--- src/rtl/wallace_mult_pipe.sv ---
// ---------------------------------------------------------------------------
// wallace_mult_pipe
//
// Three-stage pipelined WIDTH x WIDTH multiplier. The block handles unsigned
// operands and two's-complement operands, and the mode is chosen per request.
// Signed products use Baugh-Wooley partial products, so every product row is
// a plain bit vector. A 3:2 carry-save (Wallace) tree reduces the rows to a
// sum row and a carry row. A carry-propagate adder then forms the product.
//
//   S1 (_p0) : registers a, b, tc. The partial products are formed from
//              these registers.
//   S2 (_p1) : registers the two rows left after Wallace reduction.
//   S3 (z)   : registers the final sum. out_valid is the S3 valid flag.
//
// A single advance enable (adv = !out_valid | out_ready) moves the whole
// pipeline. Bubbles are not collapsed.
//
// Ports
//   clk        rising-edge clock
//   rst_n      asynchronous active-low reset
//   a, b       operands, WIDTH bits
//   tc         1 = two's-complement operands, 0 = unsigned
//   in_valid   a/b/tc carry a request
//   in_ready   request accepted this cycle (equal to adv)
//   z          product, PWIDTH bits
//   out_valid  z is valid
//   out_ready  consumer takes z this cycle
//   occ        number of valid stages, 0..3
//
// WIDTH must be even and between 8 and 64. PWIDTH is derived from WIDTH and
// must keep its default value.
// ---------------------------------------------------------------------------
module wallace_mult_pipe #(
  parameter int WIDTH  = 16,
  parameter int PWIDTH = 2 * WIDTH
) (
  input  logic              clk,
  input  logic              rst_n,
  input  logic [WIDTH-1:0]  a,
  input  logic [WIDTH-1:0]  b,
  input  logic              tc,
  input  logic              in_valid,
  output logic              in_ready,
  output logic [PWIDTH-1:0] z,
  output logic              out_valid,
  input  logic              out_ready,
  output logic [1:0]        occ
);

  // There is one row per multiplier bit. One extra row holds the
  // Baugh-Wooley correction constant.
  localparam int NROWS = WIDTH + 1;

  typedef logic [NROWS-1:0][PWIDTH-1:0] rows_t;
  typedef logic [1:0][PWIDTH-1:0]       pair_t;

  // Returns the number of 3:2 levels needed to bring n rows down to two.
  function automatic int wallace_levels(input int n);
    int cnt;
    int lvl;
    cnt = n;
    lvl = 0;
    while (cnt > 2) begin
      cnt = 2 * (cnt / 3) + (cnt % 3);
      lvl++;
    end
    return lvl;
  endfunction

  localparam int NLVL = wallace_levels(NROWS);

  // Builds the partial-product rows, already shifted into product position.
  // In signed mode, a cross term is inverted when exactly one of its two
  // operand bits is a sign bit. The constant 2^WIDTH + 2^(PWIDTH-1) is then
  // added. Together these reproduce the negative weight of the sign bits,
  // modulo 2^PWIDTH.
  function automatic rows_t bw_rows(input logic [WIDTH-1:0] x,
                                    input logic [WIDTH-1:0] y,
                                    input logic             sgn);
    rows_t r;
    logic  bit_v;
    r = '0;
    for (int i = 0; i < WIDTH; i++) begin
      for (int j = 0; j < WIDTH; j++) begin
        bit_v = x[j] & y[i];
        if (sgn && ((i == WIDTH - 1) != (j == WIDTH - 1)))
          bit_v = ~bit_v;
        r[i][i+j] = bit_v;
      end
    end
    if (sgn) begin
      r[WIDTH][WIDTH]    = 1'b1;
      r[WIDTH][PWIDTH-1] = 1'b1;
    end
    return r;
  endfunction

  // Wallace reduction. At each level, the rows are taken in groups of three,
  // and each group is compressed to a sum row and a carry row. Rows left
  // over at the end of a level pass through unchanged. The carry that leaves
  // the top bit has weight 2^PWIDTH, so it can be dropped: the true product
  // always fits in PWIDTH bits.
  function automatic pair_t wallace_reduce(input rows_t in_rows);
    rows_t cur;
    rows_t nxt;
    int    cnt;
    int    grp;
    cur = in_rows;
    cnt = NROWS;
    for (int lvl = 0; lvl < NLVL; lvl++) begin
      nxt = '0;
      grp = cnt / 3;
      for (int g = 0; g < NROWS / 3; g++) begin
        if (g < grp) begin
          nxt[2*g]   = cur[3*g] ^ cur[3*g+1] ^ cur[3*g+2];
          nxt[2*g+1] = ((cur[3*g]   & cur[3*g+1]) |
                        (cur[3*g]   & cur[3*g+2]) |
                        (cur[3*g+1] & cur[3*g+2])) << 1;
        end
      end
      for (int r = 0; r < NROWS; r++) begin
        if (r >= 3 * grp && r < cnt)
          nxt[r-grp] = cur[r];
      end
      cnt = 2 * grp + (cnt - 3 * grp);
      cur = nxt;
    end
    return {cur[1], cur[0]};
  endfunction

  function automatic logic [1:0] popcount3(input logic [2:0] v);
    return {1'b0, v[0]} + {1'b0, v[1]} + {1'b0, v[2]};
  endfunction

  logic              adv;
  logic              vld_p0;
  logic              vld_p1;
  logic [2:0]        vld_nxt;

  logic [WIDTH-1:0]  a_p0;
  logic [WIDTH-1:0]  b_p0;
  logic              tc_p0;
  pair_t             red_p0;
  logic [PWIDTH-1:0] sum_p1;
  logic [PWIDTH-1:0] cry_p1;

  assign adv      = !out_valid | out_ready;
  assign in_ready = adv;

  // The valid flags form a 3-bit shift register. Each flag enters the stage
  // in step with its data, and occ is registered from the same next value.
  always_comb begin
    vld_nxt = {out_valid, vld_p1, vld_p0};
    if (adv)
      vld_nxt = {vld_p1, vld_p0, in_valid};
  end

  always_ff @(posedge clk or negedge rst_n) begin
    if (!rst_n) begin
      vld_p0    <= 1'b0;
      vld_p1    <= 1'b0;
      out_valid <= 1'b0;
      occ       <= 2'd0;
    end else begin
      vld_p0    <= vld_nxt[0];
      vld_p1    <= vld_nxt[1];
      out_valid <= vld_nxt[2];
      occ       <= popcount3(vld_nxt);
    end
  end

  // ---- S1: operand capture -------------------------------------------------
  always_ff @(posedge clk) begin
    if (adv && in_valid) begin
      a_p0  <= a;
      b_p0  <= b;
      tc_p0 <= tc;
    end
  end

  always_comb red_p0 = wallace_reduce(bw_rows(a_p0, b_p0, tc_p0));

  // ---- S2: carry-save rows -------------------------------------------------
  always_ff @(posedge clk) begin
    if (adv && vld_p0) begin
      sum_p1 <= red_p0[0];
      cry_p1 <= red_p0[1];
    end
  end

  // ---- S3: carry-propagate sum ---------------------------------------------
  // z loads only when a valid entry arrives. Otherwise it keeps the last
  // valid product, and a bubble never changes it.
  always_ff @(posedge clk or negedge rst_n) begin
    if (!rst_n)
      z <= '0;
    else if (adv && vld_p1)
      z <= sum_p1 + cry_p1;
  end

endmodule

--- config.mk ---
export PLATFORM = sky130hd
export DESIGN_NAME = wallace_mult_pipe
export DESIGN_NICKNAME = d
export VERILOG_FILES = /design/src/rtl/wallace_mult_pipe.sv
export SDC_FILE = /design/constraint.sdc
export NUM_CORES = 1
export LEC_CHECK = 0
export CORE_MARGIN = 2
export CORE_UTILIZATION = 35
export DETAILED_ROUTE_END_ITERATION = 7
export PLACE_DENSITY_LB_ADDON = 0.3
export SLEW_MARGIN = 20
export SYNTH_ARGS = -nofsm -noshare
export SYNTH_HDL_FRONTEND = slang
export SYNTH_SLANG_ARGS = --single-unit
--- constraint.sdc ---
create_clock -name clk -period 8.8 [get_ports clk]
set_input_delay 0.88 -clock clk [delete_from_list [all_inputs] [get_ports clk]]
set_output_delay 0.88 -clock clk [all_outputs]
set_load 0.05 [all_outputs]
---- Word-level counts from Yosys, hierarchy flattened ----
Index checks and enable logic that the tools add are counted.
storage, ports and cells
  logic and storage cells ................. 441
  input port bits ......................... 37
  register bits after elaboration ......... 133
  output and inout bits ................... 36
cells by class
  add/subtract/negate cells ............... 3
  bitwise operators ....................... 392
  multiplexer cells ....................... 32
  reductions and logical operators ........ 4
operators with widths
  kind                          number
  AND 31 bit                    10
  bitwise OR 31 bit             10
  AND 1 bit                     256
  XOR 32 bit                    5
  XOR 31 x 32 -> 32 bit         2
  AND 26 x 31 -> 31 bit         2
  AND 31 x 17 -> 31 bit         2
  AND 28 x 30 -> 30 bit         2
  bitwise OR 30 bit             2
  AND 25 x 26 -> 26 bit         2
  XOR 25 x 26 -> 26 bit         2
  AND 22 x 25 -> 25 bit         2
  bitwise OR 25 bit             2
  AND 22 x 24 -> 24 bit         2
  AND 19 x 21 -> 21 bit         2
  bitwise OR 21 bit             2
  adder 32 bit                  1
  AND 25 x 31 -> 31 bit         1
  AND 30 x 31 -> 31 bit         1
  two-way mux 1 bit             31
  bitwise OR 26 x 31 -> 31 bit  1
  bitwise OR 30 x 31 -> 31 bit  1
  XOR 26 x 31 -> 31 bit         1
  XOR 30 x 31 -> 31 bit         1
  57 further kinds              88

---- Depth between registers and ports, before layout ----
  word-level depth ........................ 21
  mapped depth ............................ 16
  mapped depth without buffers ............ 14

---- Least setup slack after synthesis ----
Ideal clock, no wire load.
  path type ............................... reg2reg
  start point ............................. register tc_p0
  end point ............................... register sum_p1[15] (data pin)
  library setup time ...................... 269 ps
  setup slack ............................. 4662 ps
  data arrival time ....................... 3868 ps
  clock period less this slack ............ 4138 ps
  cell stages (with the launch flop) ...... 11
  buffers on the path ..................... 2
  cell sequence ........................... edfxtp_1 > clkbuf_1 > clkbuf_1 > xor2_1 > fa_1 > fa_1 > fa_1 > fa_1 > inv_1 > fa_1 > fa_1
RTL lines
  element                 RTL line  RTL
  from (decl)             142       logic tc_p0;
  from (signal assigned)  177       tc_p0 <= tc;
  to (signal assigned)    186       sum_p1 <= red_p0[0];
  to (decl)               144       logic [PWIDTH-1:0] sum_p1;

==> results.py <==
metrics = {
    "final_layout": {
        "final_cell_mix": "inv_1 (203), fa_1 (201), nand2_1 (176)",
        "num_antenna_cells": 0,
        "multi_input_area_um2": 8034,
        "fill_cells": 3461,
        "drive_gt1_share_pct": 4.645,
        "layout.nets": 1545,
        "seqCellArea_um2": 3628,
        "area_growth_pct": 13.34,
        "fin_util_pct": 40.22,
        "layout_commonest_cell": "inv_1",
    },
    "worst_setup_path": {
        "start_kind": "flip-flop",
        "endpoint_kind": "flip-flop",
        "critPathMaxStageDelay_ns": 0.82,
        "path_max_fanout": 16,
        "path_cells": "nand2_1 -> fa_1 -> fa_1 -> fa_1 -> fa_1 -> fa_1 -> inv_1 -> fa_1",
        "critPathArrivalTime_ns": 4.57,
        "cpMostUsedCell": "fa_1",
        "crit_required_ns": 8.97,
        "path_class": "flip-flop to flip-flop",
        "slowest_stage": "edfxtp_1",
    },
    "floorplan": {
        "rows": 69,
        "die_h_um": 193.9,
        "coreArea_um2": 35570,
        "die_x_um": 193.9,
        "start_util_pct": 35.49,
        "ios": 73,
        "dieArea_um2": 37600,
    },
    "sta": {
        "finalHoldViolations": 0,
        "worst_hold_slack_ns": 0.4740,
        "tightest_slew_ns": 0.9512,
        "setup_violations": 0,
        "fin_ws_ns": 4.399,
        "period_needed_ns": 4.401,
        "finalClockSkew_ns": 0.01906,
        "fmax_ghz": 0.2272,
        "slew_headroom_pct": 36.59,
        "fin_crit_sh_pct": 50.01,
        "setup_tns_ns": 0,
        "grt_setup_unrepaired": "no",
        "drv_slew": 0,
    },
    "cts": {
        "cts_root_buf": "clkbuf_16",
        "ctsHoldBuffers": 0,
        "path_clk_slew_ns": 0.07,
        "clk_path_buf_depth": 2,
        "cts.repair.resized": 0,
        "cts_made_buffers": 17,
        "cts_tree": "built",
        "insertion_delay_ns": 0.44,
        "post_cts_buffers": 0,
        "cts_sinks": 127,
        "htreeDepth": 4,
    },
    "synth": {
        "syn_nets": 1502,
        "syn_inst": 1171,
        "yosys-top-cells-area": "fa_1 (32%), edfxtp_1 (21%), ha_1 (9.2%)",
        "yosysTopAreaCell": "fa_1",
        "synth_edf_count": 90,
        "synth_ff_type": "edfxtp_1",
        "ys_ff_latch": 127,
        "seq_area_frac_synth_pct": 28.75,
        "netlist.area_leader.share_pct": 31.88,
        "yosysWarnings": 0,
        "syn_area_per_cell_um2": 10.78,
        "synth_cell_types": 56,
        "synthArstFlopShare_pct": 29.13,
        "netlist_area_um2": 12620,
    },
    "detailed_routing": {
        "avgRoutedWirePerCell_um": 16.83,
        "route.detailed.drc": 0,
        "drt_wl_total_um": 28400,
        "ant_nets": 0,
        "vias": 7965,
        "dr.pass1.iters": 5,
        "first_iter_violations": 519,
        "vias_per_cell": 4.719,
    },
    "pwr": {
        "power_uw": 5486,
        "p_leak_uw": 0.006266,
        "p_per_area_nw_per_um2": 383.5,
        "ir_drop_mv": 0.1821,
    },
    "run_status": {
        "status": "finished clean",
    },
    "place": {
        "place_congestion": 0.8318,
        "post-place-ws_ns": 4.409,
        "io_buffers": 72,
        "detailed_place_hpwl_um": 21480,
    },
    "job": {
        "cap_violations": 0,
    },
    "global_route": {
        "antenna_found_initial": 0,
        "grt_usage_pct": 15.80,
        "grt_max_degree": 58,
        "grt_pass1_vias": 8512,
        "grt_overflow": 0,
        "grt_pass1_wl_um": 46180,
    },
    "worst_hold_path": {
        "worstHoldPathType": "flip-flop to flip-flop",
    },
}
==> path summary, 6_finish.rpt <==
kind	depth (start not counted)	end	start	slack (ns)
max reg2reg	8	sum_p1[19]	b_p0[14]	4.40
max in group asynchronous	1	z[26]	rst_n	7.74
min	2	z[19]	z[19]	0.47
min reg2reg	2	z[19]	z[19]	0.47
max	8	sum_p1[19]	b_p0[14]	4.40
min in group asynchronous	1	z[2]	rst_n	0.53
==> power by group <==
| part | switching [uW] | total [uW] | leakage [uW] | internal (uW) |
|---|---|---|---|---|
| logic | 2060 | 3530 | 0.00467 | 1470 |
| clock network | 308 | 695 | 0.000280 | 388 |
| registers | 158 | 1260 | 0.00131 | 1100 |
==> flip-flops by register name, summed over array words and instances (netlist names) <==
name and flops:
sum_p1 32, z 32, cry_p1 25, a_p0 16, b_p0 16, occ 2, out_valid 1, tc_p0 1
vld_p0 1, vld_p1 1
==> cells by family (layout without fill, tap and decap cells) <==
logic type,Yosys count,after routing,share of synthesized area [%]
muxes,12,12,1.051
DFF,127,127,28.75
buffers and inverters,254,310,7.623
AOI/OAI and AO/OA,86,86,4.520
and+or+nand+nor,345,345,13.28
adders and majority gates,294,294,41.10
xor gates and xnor gates,53,53,3.678
==> synthesized netlist by cell type (all sizes together) (9+ instances only) <==
master / count
inv: 203
a21oi: 20
mux2: 10
xor2: 15
ha: 93
fa: 201
xnor2: 38
and2: 125
a21o: 9
clkbuf: 47
edfxtp: 90
nand2: 176
dfrtp: 37
nor2: 16
o21ai: 31
==> layout make-up <==
class	instances	share of cell area (%)
multi-input cells	790	56.16
flip-flops and latches	127	25.36
inverters	203	5.326
repair buffers	75	5.160
well taps	461	4.032
clock buffers	19	3.175
clock inverters	13	0.7871
==> layer usage <==
layer | vias to the layer above | track usage [%] | part of all wire [%]
met5 | - | 0 | 0
li1 | 3717 | - | -
met1 | 4017 | 22.88 | 49
met3 | 28 | 3.027 | 4.9
met4 | 0 | 3.648 | 1.2
met2 | 203 | 24.63 | 45
==> worst max-delay path: cells and delay by family, from the launching register on <==
family / cells / cell delay (ns)
buffers and inverters: 1 / 0.07
flip-flops: 1 / 0.82
adder cells (fa/ha/maj): 6 / 3.06
AND/OR/NAND/NOR: 1 / 0.17
==> per-stage QoR <==
step,std cells,instance area (um^2)
2_1_floorplan,1171,12620
3_3_place_gp,1656,13740
3_5_place_dp,1656,13740
4_1_cts,1688,14310
5_1_grt,1688,14310
6_report,1688,14310
Power figures use the tool's default switching activity.
